--- src/rtl/uart_tx_feeder_pkg.sv ---
// uart_tx_feeder_pkg: shared constants and FSM encoding for the UART transmit feeder
package uart_tx_feeder_pkg;
    localparam logic ENABLE       = 1'b1;
    localparam logic DISABLE      = 1'b0;
    localparam int   BYTE_W       = 8;
    localparam int   FEEDER_DEPTH = 16;
    typedef enum logic {FEEDER_IDLE = 1'b0, FEEDER_WAIT_END = 1'b1} feeder_state_t;
endpackage

--- src/rtl/uart_fifo_ram.sv ---
// uart_fifo_ram: DEPTH x byte storage, synchronous write and combinational read
module uart_fifo_ram
    import uart_tx_feeder_pkg::*;
#(
    parameter int DEPTH  = FEEDER_DEPTH,
    parameter int ADDR_W = $clog2(DEPTH)
) (
    input  logic              clk,
    input  logic              i_we,
    input  logic [ADDR_W-1:0] i_waddr,
    input  logic [BYTE_W-1:0] i_wdata,
    input  logic [ADDR_W-1:0] i_raddr,
    output logic [BYTE_W-1:0] o_rdata
);
    logic [BYTE_W-1:0] r_mem [DEPTH];

    always_ff @(posedge clk)
        if (i_we) r_mem[i_waddr] <= i_wdata;

    assign o_rdata = r_mem[i_raddr];
endmodule

--- src/rtl/uart_tx_feeder.sv ---
// uart_tx_feeder: byte FIFO that issues one byte per transmitter frame, pacing on tx_end
module uart_tx_feeder
    import uart_tx_feeder_pkg::*;
#(
    parameter int DEPTH  = FEEDER_DEPTH,
    parameter int ADDR_W = $clog2(DEPTH)
) (
    input  logic              clk,
    input  logic              reset,
    input  logic              wr_en,
    input  logic [BYTE_W-1:0] wr_data,
    input  logic              flush,
    input  logic              clr_ovf,
    output logic              full,
    output logic              empty,
    output logic [ADDR_W:0]   level,
    output logic              overflow,
    output logic              drained,
    output logic              tx_start,
    output logic [BYTE_W-1:0] tx_data,
    input  logic              tx_busy,
    input  logic              tx_end
);
    feeder_state_t     r_state;
    logic [ADDR_W-1:0] r_wr_ptr, r_rd_ptr;
    logic [ADDR_W:0]   r_level;
    logic              r_overflow, r_drained, r_tx_start;
    logic [BYTE_W-1:0] r_tx_data, w_rd_data;
    logic              w_full, w_empty, w_push, w_pop;

    assign w_full  = r_level == (ADDR_W+1)'(DEPTH);
    assign w_empty = r_level == '0;
    assign w_push  = wr_en && !w_full && !flush;
    assign w_pop   = r_state == FEEDER_IDLE && !w_empty && !tx_busy;

    uart_fifo_ram #(.DEPTH(DEPTH), .ADDR_W(ADDR_W)) u_ram (
        .clk     (clk),
        .i_we    (w_push),
        .i_waddr (r_wr_ptr),
        .i_wdata (wr_data),
        .i_raddr (r_rd_ptr),
        .o_rdata (w_rd_data)
    );

    always_ff @(posedge clk) begin
        if (reset) begin
            r_wr_ptr   <= '0;
            r_rd_ptr   <= '0;
            r_level    <= '0;
            r_overflow <= DISABLE;
        end else begin
            if (flush) begin
                r_wr_ptr <= '0;
                r_rd_ptr <= '0;
                r_level  <= '0;
            end else begin
                if (w_push) r_wr_ptr <= r_wr_ptr + ADDR_W'(1);
                if (w_pop) r_rd_ptr <= r_rd_ptr + ADDR_W'(1);
                r_level <= r_level + (ADDR_W+1)'(w_push) - (ADDR_W+1)'(w_pop);
            end
            // a rejected push outranks a same-cycle clear
            if (wr_en && w_full && !flush) r_overflow <= ENABLE;
            else if (clr_ovf) r_overflow <= DISABLE;
        end
    end

    always_ff @(posedge clk) begin
        if (reset) begin
            r_state    <= FEEDER_IDLE;
            r_tx_start <= DISABLE;
            r_tx_data  <= '0;
            r_drained  <= DISABLE;
        end else begin
            r_tx_start <= DISABLE;
            r_drained  <= DISABLE;
            if (r_state == FEEDER_IDLE) begin
                if (w_pop) begin
                    r_tx_data  <= w_rd_data;
                    r_tx_start <= ENABLE;
                    r_state    <= FEEDER_WAIT_END;
                end
            end else if (tx_end) begin
                r_state   <= FEEDER_IDLE;
                r_drained <= w_empty && !w_push;
            end
        end
    end

    assign full     = w_full;
    assign empty    = w_empty;
    assign level    = r_level;
    assign overflow = r_overflow;
    assign drained  = r_drained;
    assign tx_start = r_tx_start;
    assign tx_data  = r_tx_data;
endmodule

--- config.mk ---
export PLATFORM = sky130hd
export DESIGN_NAME = uart_tx_feeder
export DESIGN_NICKNAME = d
export VERILOG_FILES = /design/src/rtl/uart_tx_feeder_pkg.sv /design/src/rtl/uart_fifo_ram.sv /design/src/rtl/uart_tx_feeder.sv
export SDC_FILE = /design/constraint.sdc
export NUM_CORES = 1
export LEC_CHECK = 0
export ABC_AREA = 0
export CAP_MARGIN = 20
export CORE_ASPECT_RATIO = 1.75
export CORE_MARGIN = 8
export CORE_UTILIZATION = 53
export DETAILED_ROUTE_END_ITERATION = 7
export PLACE_DENSITY = 0.75
export SYNTH_ARGS = -nofsm -noshare
export SYNTH_HDL_FRONTEND = slang
export SYNTH_SLANG_ARGS = --single-unit
--- constraint.sdc ---
create_clock -name clk -period 2.97 [get_ports clk]
set_input_delay 0.594 -clock clk [delete_from_list [all_inputs] [get_ports clk]]
set_output_delay 0.594 -clock clk [all_outputs]
set_load 0.05 [all_outputs]
=== After elaboration in Yosys (flattened, before gate mapping) ===
Memories as Yosys holds them, arrays and structs flattened. A register that Yosys moved wholly into a read port is not among the register bits.
Index checks and enable logic that the tools add are counted.
Widths: inputs -> output; s select.

* Bits in registers: 17
* Bits in writable memories: 128
* Bits of input ports: 15
* Output and inout port bits: 18
* Logic and storage cells: 40
* Memories kept: 1

{| class="wikitable"
|+ Memory list
! name !! words !! width !! read ports !! clocked after memory_dff !! write ports !! line !! source
|-
| u_ram.r_mem || 16 || 8 || 1 || 1 || 1 || uart_fifo_ram.sv:15 || <nowiki>logic [BYTE_W-1:0] r_mem [DEPTH];</nowiki>
|}

* Add/sub/neg operators: 4
* Eq/ne operators: 1
* Muxes and demuxes: 7
* Bitwise logic cells: 2
* Reductions and logical operators: 18

{| class="wikitable"
|+ Operators by type and width
! operator !! number
|-
| $add 4x1->4 const B || 2
|-
| $logic_and 1x1->1 || 7
|-
| $mux 1 || 7
|-
| $add 5x1->5 || 1
|-
| $eq 5x5->1 const B || 1
|-
| $logic_not 1->1 || 5
|-
| $logic_not 5->1 || 1
|-
| $sub 5x1->5 || 1
|-
| $reduce_or 2->1 || 2
|-
| $reduce_or 3->1 || 1
|-
| $not 1->1 || 2
|-
| $reduce_and 2->1 || 1
|-
| $reduce_bool 2->1 || 1
|}

=== Logic depth before layout (Yosys ltp) ===
Gate-level depths: netlist (run 1).

* Depth in word-level cells: 6
* Gate-level depth with buffers: 13
* Mapped depth without buffers: 13

=== Cells and area by module ===
A second synthesis (run 1) with hierarchy kept.

* Cells, all modules: 356
* Area total of the unflattened synthesis: 6,179.7 um^2

{| class="wikitable"
|+ By module, submodules not included
! module !! instances !! cells each !! area an instance (um^2) !! seq. area each (um^2)
|-
| uart_fifo_ram || 1 || 221 || 4,987.3 || 3,843.7
|-
| uart_tx_feeder || 1 || 135 || 1,192.4 || 500.5
|}

=== Worst setup path after synthesis (run 1) ===
Ideal clock, no wire load.

* Path type: register -> register
* Start point: register r_level[2], in the netlist level[2]
* End point: register r_level[4], in the netlist level[4]
* Library setup time: 0.070 ns
* Arrival time: 3.255 ns
* Data required time: 2.900 ns
* Path slack: -0.354 ns
* Stages on the path, launching flop included: 14
* Path buffers: 0
* Clock period less this slack: 3.324 ns
* Path through: dfxtp_1 -> inv_1 -> ha_1 -> and4bb_2 -> nor2_1 -> inv_1 -> ha_1 -> inv_1 -> ha_1 -> fa_1 -> a21oi_1 -> nor2_1 -> or3_1 -> a21oi_1

* Cells in the longest elaborated chain, start to end: 6
* Elaborated cells on any way between the ends: 10
* Classes of those cells: add/sub (2); eq/ne (1); reduce/logical (7)

{| class="wikitable"
|+ RTL lines
! what !! line !! source
|-
| start, declared || uart_tx_feeder.sv:26 || <nowiki>logic [ADDR_W:0] r_level;</nowiki>
|-
| start signal, assigned || uart_tx_feeder.sv:59 || <nowiki>r_level <= r_level + (ADDR_W+1)'(w_push) - (ADDR_W+1)'(w_pop);</nowiki>
|-
| $eq 5x5->1 || uart_tx_feeder.sv:31 || <nowiki>assign w_full = r_level == (ADDR_W+1)'(DEPTH);</nowiki>
|-
| named net full || uart_tx_feeder.sv:14 || <nowiki>output logic full,</nowiki>
|-
| $logic_not 1->1 || uart_tx_feeder.sv:33 || <nowiki>assign w_push = wr_en && !w_full && !flush;</nowiki>
|-
| $logic_and 1x1->1 (2 in series) || uart_tx_feeder.sv:33 ||
|-
| $add 5x1->5 || uart_tx_feeder.sv:59 ||
|-
| $sub 5x1->5 || uart_tx_feeder.sv:59 ||
|}

The timed path passes the listed nets, and every way through them passes these cells.
A chain may end at the register's enable or synchronous reset.

=== Final worst setup path (run 1) ===
* Start point: register r_level[2], in the netlist level[2]
* End point: register r_level[4], in the netlist level[4]

* Elaborated cells on any way between the ends: 10
* Classes of those cells: add/sub (2); eq/ne (1); reduce/logical (7)

{| class="wikitable"
|+ RTL lines
! what !! line !! source
|-
| $logic_not 5->1 || uart_tx_feeder.sv:32 || <nowiki>assign w_empty = r_level == '0;</nowiki>
|-
| $logic_not 1->1 || uart_tx_feeder.sv:34 || <nowiki>assign w_pop = r_state == FEEDER_IDLE && !w_empty && !tx_busy;</nowiki>
|-
| $logic_and 1x1->1 (2 in series) || uart_tx_feeder.sv:34 ||
|-
| named net w_pop || uart_tx_feeder.sv:29 || <nowiki>logic w_full, w_empty, w_push, w_pop;</nowiki>
|-
| $sub 5x1->5 || uart_tx_feeder.sv:59 ||
|}

The timed path passes the listed nets, and every way through them passes these cells.

==> out/metrics.cfg, run 1 <==
[synth]
ys_ff_latch = 153
netlist_instances = 335
ys_seq_area_share_pct = 70.1
synth_edf_count = 128
synth.distinct_cells = 35
syn_area_um2 = 6200
yosysWarnings = 0
syn_area_per_cell_um2 = 18.5
async_reset_ff_share_pct = 0
syn-num-nets = 362
yosys_most_used_dff = edfxtp_1

[pwr]
power_density_nw_per_um2 = 764
p_total_mw = 5.69
ir_drop_mv = 0.411
power.leakage_nw = 2.49

[critical_path]
critPathCaptureType = register
worstPathRequired_ns = 3.32
cp_max_fo = 3
cp-start-kind = register
critical_path_class = reg2reg
arrival_ns = 3.17

[clock_tree]
post_cts.repair.setup_buffers = 0
tritoncts = built
root_buffer = clkbuf_16
numCtsBuffers = 17
cts_sinks = 153
cts_max_path_buffers = 2
holdBufCountCts = 0
clock_latency_ns = 0.41
cts.htree.levels = 4
cts.clk_slew.worst_paths_ns = 0.06

[global_routing]
grt_start_max_net_pins = 24
grt_overflow = 0
grt_pass1_vias = 3471
grt_usage_pct = 17.0
antenna_found_initial = 0
grt_pass1_wl_mm = 19.5

[layout]
nFillCells = 781
postLayoutCellArea_um2 = 7440
diodes = 0
final_cell_mix = edfxtp_1, buf_4, clkdlybuf4s50_1
area_growth_pct = 20.1
final_common_cell = edfxtp_1
drive_gt1_share_pct = 19.4
nets = 431

[routing]
vias = 3228
wl_per_cell_um = 22.9
drtAntennaViolNets = 0
drtIter0Drc = 245
drc = 0
routed_wl_mm = 12.6
vias_per_cell = 5.85
first_pass_iters = 4

[die]
rows = 52
fp.dieW_um = 97.7
core_area_um2 = 11500
fp.dieArea_um2 = 15500
die_y_um = 159
io_pins = 33
start_util_pct = 53.8

[place]
post_dp_cell_area_um2 = 6840
place.gp.congestion = 0.763
portBuffers = 32
dp_hpwl_mm = 8.51

[timing]
fmax_ghz = 0.354
rsz0062_at_grt = false
drv_slew = 0
maxSlewHeadroom_pct = 46.1
skew_ns = 0.00634
fin_crit_ns = 2.82
fin_crit_sh_pct = 95.0
worst_pin_slew_ns = 0.808
hold_viol = 0
setup-violations-final = 0

[worst_hold_path]
hp-class = reg2reg

[status]
status = completed

[flow_run]
cap_violations = 0

[critical path: stages, from the launching register on]
cell     delay (ns)
dfxtp_4        0.34
inv_1          0.07
ha_2           0.17
or4b_4         0.50
nand2_4        0.08
inv_2          0.04
ha_1           0.26
inv_1          0.04
ha_1           0.20
fa_2           0.35
a21oi_1        0.15
nor2_1         0.07
or3_4          0.36
a21oi_2        0.13
[flip-flops by register name (all words and copies together), names as in the netlist]
signal	count
drained	1
level	5
overflow	1
r_rd_ptr	4
r_state	1
r_wr_ptr	4
tx_data	8
tx_start	1
u_ram.r_mem	128
[metrics by stage]
stage	setup TNS [ns]	util, %	worst slack, ns	std cells	hold WS [ns]
after floorplan	0	-	0.0486	335	0.463
after global placement	-0.0148	59.4	-0.0148	520	0.486
after detailed placement	-0.0518	59.4	-0.0518	520	0.488
after CTS	0	64.5	0.0693	552	0.501
after global routing	0	64.6	0.00942	552	0.529
final	0	64.6	0.148	552	0.494
[Yosys cell counts, types with 7 or more instances]
| master | count | area [µm²] |
|---|---|---|
| edfxtp_1 | 128 | 3840 |
| nor2_1 | 27 | 101 |
| buf_2 | 7 | 35.0 |
| nand2_1 | 7 | 26.3 |
| dfxtp_1 | 25 | 500 |
| mux2i_1 | 16 | 160 |
| nand3b_1 | 9 | 67.6 |
| o221ai_1 | 8 | 70.1 |
| a21oi_1 | 8 | 40.0 |
| inv_1 | 11 | 41.3 |
| ha_1 | 11 | 138 |
| mux4_1 | 27 | 709 |
[per-layer routing]
layer	track usage, %	part of all wire, %	vias up
met5	0	0	-
met4	7.57	1.8	0
met3	4.03	3.4	22
met2	32.6	58	87
met1	16.5	37	1643
li1	-	-	1476
[layout make-up]
type | instances | area (µm²) | area share (%)
clock inverter | 13 | 151 | 2.03
inverter | 12 | 45.0 | 0.605
tap | 135 | 169 | 2.27
clock buffer | 19 | 433 | 5.82
multi-input combinational | 154 | 1720 | 23.1
sequential | 153 | 4350 | 58.5
timing repair buffer | 66 | 574 | 7.71
[cells by family (layout without fill, tap and decap cells)]
family | Yosys count | in the layout | synth area share (%)
buffers and inverters | 28 | 110 | 2.58
DFF | 153 | 153 | 70.1
and+or+nand+nor | 66 | 66 | 5.65
muxes | 48 | 48 | 15.8
adders and majority gates | 12 | 12 | 2.54
xor gates and xnor gates | 8 | 8 | 1.13
AOI/OAI and AO/OA | 20 | 20 | 2.14
[final timing paths]
| check | start | endpoint | slack, ns | cells after the start |
|---|---|---|---|---|
| worst min register to register | r_state | r_state | 0.49 | 2 |
| worst min-delay path | r_state | r_state | 0.49 | 2 |
| worst max-delay path | level[2] | level[4] | 0.15 | 13 |
| worst max register to register | level[2] | level[4] | 0.15 | 13 |
[report_power, final]
| part | switching, mW | internal (mW) |
|---|---|---|
| Clock | 0.796 | 1.31 |
| Combinational | 0.654 | 0.434 |
| Sequential | 0.0750 | 2.42 |
| Total | 1.53 | 4.16 |
[repair_timing]
| action | 4_1_cts | 5_1_grt |
|---|---|---|
| endpoints found under the setup margin | 1 | 1 |
| gates resized for setup | 1 | 6 |
| pin swaps | 0 | 0 |
(Power assumes the default switching activity.)
==> run 2, diff against run 1 <==
Settings changed: CORE_UTILIZATION 53 to 45, GPL_ROUTABILITY_DRIVEN from default to 0, PLACE_DENSITY 0.75 to 0.65.
==> out/metrics.cfg, run 2 (synthesis results as in run 1) <==
[die]
fp.dieW_um = 105
die_y_um = 171
fp.dieArea_um2 = 17900
rows = 57
core_area_um2 = 13700
io_pins = 33
start_util_pct = 45.3

[place]
portBuffers = 32
dp_hpwl_mm = 8.84

[timing]
setup_tns_ns = 0
maxSlewHeadroom_pct = 50.8
setup-violations-final = 0
fin_crit_sh_pct = 96.0
skew_ns = 0.00567
worst_pin_slew_ns = 0.738
fin_crit_ns = 2.85
drv_slew = 0
hold_viol = 0
fmax_ghz = 0.351

[layout]
final_cell_mix = edfxtp_1, buf_4, clkdlybuf4s50_1
largest_reg_flops = 128
drive_gt1_share_pct = 20.2
largest-register = u_ram.r_mem
nFillCells = 1064
diodes = 0
area_growth_pct = 21.0
final_common_cell = edfxtp_1
final_core_util_pct = 54.8
nets = 430

[critical_path]
max_stage_delay_ns = 0.51
cp_top_family = simple AND/OR/NAND/NOR gates
critPathSlowestCell = or4b_4
worstPathRequired_ns = 3.31
critical_path_class = reg2reg
path_cells = inv_1 > ha_1 > or4b_4 > nand2_4 > inv_2 > ha_1 > inv_1 > ha_1 > fa_2 > a21oi_2 > nor2_1 > or3_4 > a21oi_2
critPathCaptureType = register
cp-start-kind = register
path_common_cell = ha_1
arrival_ns = 3.20
crit_buf_inv = 3
cp_max_fo = 3

[routing]
drtAntennaViolNets = 0
vias_per_cell = 5.23
drc = 0
vias = 3103
first_pass_iters = 5
wl_per_cell_um = 21.0
routed_wl_mm = 12.4
drtIter0Drc = 152

[clock_tree]
cts.htree.levels = 4
clock_latency_ns = 0.41
tritoncts = built
holdBufCountCts = 0
numCtsBuffers = 17
root_buffer = clkbuf_16
cts.clk_slew.worst_paths_ns = 0.06
cts_sinks = 153
cts_max_path_buffers = 2

[flow_run]
cap_violations = 0

[pwr]
power_density_nw_per_um2 = 756
power.leakage_nw = 2.48
p_total_mw = 5.67
ir_drop_mv = 0.431

[global_routing]
grt_pass1_vias = 3319
antenna_found_initial = 0
grt_start_max_net_pins = 36
grt_pass1_wl_mm = 19.5
grt_usage_pct = 14.8
grt_overflow = 0

[worst_hold_path]
hp-class = reg2reg

[status]
status = completed

[run 2: cell types whose count changed in the layout (fill, tap and decap cells not counted), sizes merged]
cell      previous run  this run
bufinv               3         1
clkinv               4         2
buf                 34        33
clkbuf              19        18
clkinvlp             4         5
inv                 14        18
[run 2: where the power goes]
part           switching [mW]  internal [mW]  total [mW]  leakage [nW]
Combinational           0.693          0.449        1.14         0.855
Clock                   0.866           1.20        2.06         0.270
Sequential             0.0504           2.42        2.47          1.36
[run 2: path summary, 6_finish.rpt]
| check | from | to | slack (ns) | cells past startpoint |
|---|---|---|---|---|
| max | level[3] | level[4] | 0.12 | 13 |
| max reg2reg | level[3] | level[4] | 0.12 | 13 |
| min reg2reg | r_state | r_state | 0.49 | 2 |
| min | r_state | r_state | 0.49 | 2 |
[run 2: repair_timing]
| action | 4_1_cts | 5_1_grt |
|---|---|---|
| setup endpoints to repair | 1 | 1 |
| pin swaps | 0 | 1 |
| gates resized for setup | 1 | 5 |
| buffers inserted | 0 | 1 |
[run 2: cell type report]
cell class / count / area (µm²) / area share, %
tap: 177 / 221 / 2.95
clock buffer: 18 / 439 / 5.86
inverter: 12 / 45.0 / 0.601
timing repair buffer: 65 / 579 / 7.73
clock inverter: 14 / 139 / 1.85
multi-input combinational: 154 / 1720 / 22.9
sequential: 153 / 4350 / 58.1
[run 2: per-stage QoR]
stage | std cells | hold slack, ns | instance area, µm² | setup slack [ns]
floorplan | 335 | 0.463 | 6210 | 0.0486
global route | 593 | 0.530 | 7500 | -0.00250
CTS | 592 | 0.490 | 7470 | 0.0843
global placement | 560 | 0.481 | 6890 | -0.0104
finish | 593 | 0.494 | 7500 | 0.117
detailed placement | 560 | 0.478 | 6890 | -0.0323
[run 2: routing by layer]
metal	routed length [µm]	vias up	share of wire, %	global-route usage [%]
met2	7280	61	59	28.1
met3	379	12	3.0	3.26
met4	287	0	2.3	7.99
met5	0	-	0	0
met1	4500	1561	36	14.7
li1	-	1469	-	-
[run 2: tightest hold or removal path: cells and delay by family (launching register included)]
kind / cells / cell delay [ns]
and+or+nand+nor: 1 / 0.07
AOI/OAI and AO/OA: 1 / 0.06
DFF: 1 / 0.32
==> run 3, diff against run 2 <==
Settings changed: CORE_UTILIZATION 45 to 25, PLACE_DENSITY 0.65 to default, SKIP_LAST_GASP from default to 1.
==> out/metrics.cfg, run 3 (synthesis results as in run 1) <==
[status]
status = completed

[die]
fp.dieW_um = 135
die_y_um = 224
rows = 76
io_pins = 33
fp.dieArea_um2 = 30300
core_area_um2 = 24500
start_util_pct = 25.3

[critical_path]
max_stage_delay_ns = 0.49
critPathSlowestCell = or4b_4
path_common_cell = ha_1
worstPathRequired_ns = 3.32
r2r_start = level[2]
critical_path_class = reg2reg
r2r_cells = 13
crit_buf_inv = 3
critPathCaptureType = register
cp_top_family = adder cells
r2r_end = level[4]
path_cells = inv_1 > ha_1 > or4b_4 > nand2_2 > inv_2 > ha_1 > inv_1 > ha_1 > fa_2 > a21oi_2 > nor2_1 > or3_1 > a21oi_1
cp-start-kind = register
arrival_ns = 3.13
cp_max_fo = 3
ff2ff_setup_slack_ns = 0.19

[timing]
rsz0062_at_grt = false
fin_crit_ns = 2.78
hold_viol = 0
setup-violations-final = 0
fmax_ghz = 0.359
drv_slew = 0
skew_ns = 0.00697
maxSlewHeadroom_pct = 44.0
fin_crit_sh_pct = 93.7
worst_pin_slew_ns = 0.839

[layout]
nets = 426
final_core_util_pct = 30.9
nFillCells = 2356
drive_gt1_share_pct = 18.9
postLayoutCellArea_um2 = 7580
area_growth_pct = 22.3
final_cell_mix = edfxtp_1, clkdlybuf4s50_1, buf_4
final_common_cell = edfxtp_1
fin_cells = 724
seqCellArea_um2 = 4350
largest-register = u_ram.r_mem
diodes = 0
multi_input_area_um2 = 1710
largest_reg_flops = 128

[routing]
highest_layer = met4
drtIter0Drc = 99
first_pass_iters = 6
route.met2.wl_mm = 7.43
drt-met1-wl_mm = 4.34
vias_per_cell = 4.29
routed_wl_mm = 12.5
wl_per_cell_um = 17.2
wl_met3_um = 389
drtAntennaViolNets = 0
drc = 0
vias = 3104

[worst_hold_path]
min_from = r_state
holdPathStages = 2
hp-class = reg2reg
hold_path_end = r_state

[global_routing]
grt_pass1_vias = 3388
grt_pass1_wl_mm = 19.4
antenna_found_initial = 0
grt_overflow = 0
grt_start_max_net_pins = 35
grt_usage_pct = 8.64

[pwr]
power_density_nw_per_um2 = 723
ir_drop_mv = 0.373
power.leakage_nw = 2.47

[clock_tree]
holdBufCountCts = 0
cts_max_path_buffers = 2
post_cts.repair.setup_buffers = 0
cts.htree.levels = 4
root_buffer = clkbuf_16
tritoncts = built
numCtsBuffers = 17
cts.clk_slew.worst_paths_ns = 0.06
cts_sinks = 153
clock_latency_ns = 0.42

[place]
placed_cells = 692
dp_hpwl_mm = 8.92
portBuffers = 32
post_dp_cell_area_um2 = 7040

[flow_run]
cap_violations = 0

-- run 3: cell count changes in the layout (fill, tap and decap cells not counted), moves of 2 or more --
cell,previous run,this run
clkinv_2,1,5
buf_4,32,28
clkbuf_2,0,3
inv_6,4,0
clkinv_4,1,3
inv_4,0,3
inv_8,2,0
clkinvlp_4,5,0
-- run 3: tightest hold or removal path: cells and delay by family (launching register included) --
kind             cells  cell delay (ns)
AO/OA/AOI/OAI        1             0.06
AND/OR/NAND/NOR      1             0.07
flip-flops           1             0.33
-- run 3: through the flow --
step	setup WS, ns	hold WS, ns	total power [mW]	setup TNS (ns)
global route	0.0273	0.539	5.71	0
CTS	0.0931	0.500	5.54	0
global placement	-0.0148	0.484	3.58	-0.0148
floorplan	0.0486	0.463	3.24	0
finish	0.187	0.503	5.48	0
detailed placement	-0.0592	0.488	3.61	-0.0592
-- run 3: worst max path at each step --
stage               cells past startpoint  startpoint       end
finish                                 13    level[2]  level[4]
global route                           13    level[2]  level[4]
CTS                                    13    level[2]  level[4]
detailed placement                     12       flush  level[4]
global placement                       12       flush  level[4]
floorplan                              11    level[1]  level[4]
-- run 3: final cells by class --
class / count / share of cell area [%]
inverter: 12 / 0.594
timing repair buffer: 61 / 7.25
clock inverter: 11 / 0.924
multi-input combinational: 154 / 22.5
clock buffer: 21 / 6.14
tap: 312 / 5.15
sequential: 153 / 57.4
-- run 3: repair_timing --
item	in CTS	in global routing
cloned	0	0
pin swaps	0	0
resized for setup	1	2
setup endpoints to repair	1	1
-- run 3: routing by layer --
| layer | GRT usage [%] | vias to the layer above |
|---|---|---|
| met5 | 0 | - |
| met4 | 4.75 | 0 |
| met3 | 1.99 | 14 |
| met2 | 17.2 | 49 |
| met1 | 7.64 | 1579 |
| li1 | - | 1462 |
-- run 3: report_power, final --
part           switching, mW  internal [mW]
logic                  0.644          0.415
registers             0.0722           2.42
clock network          0.812           1.12
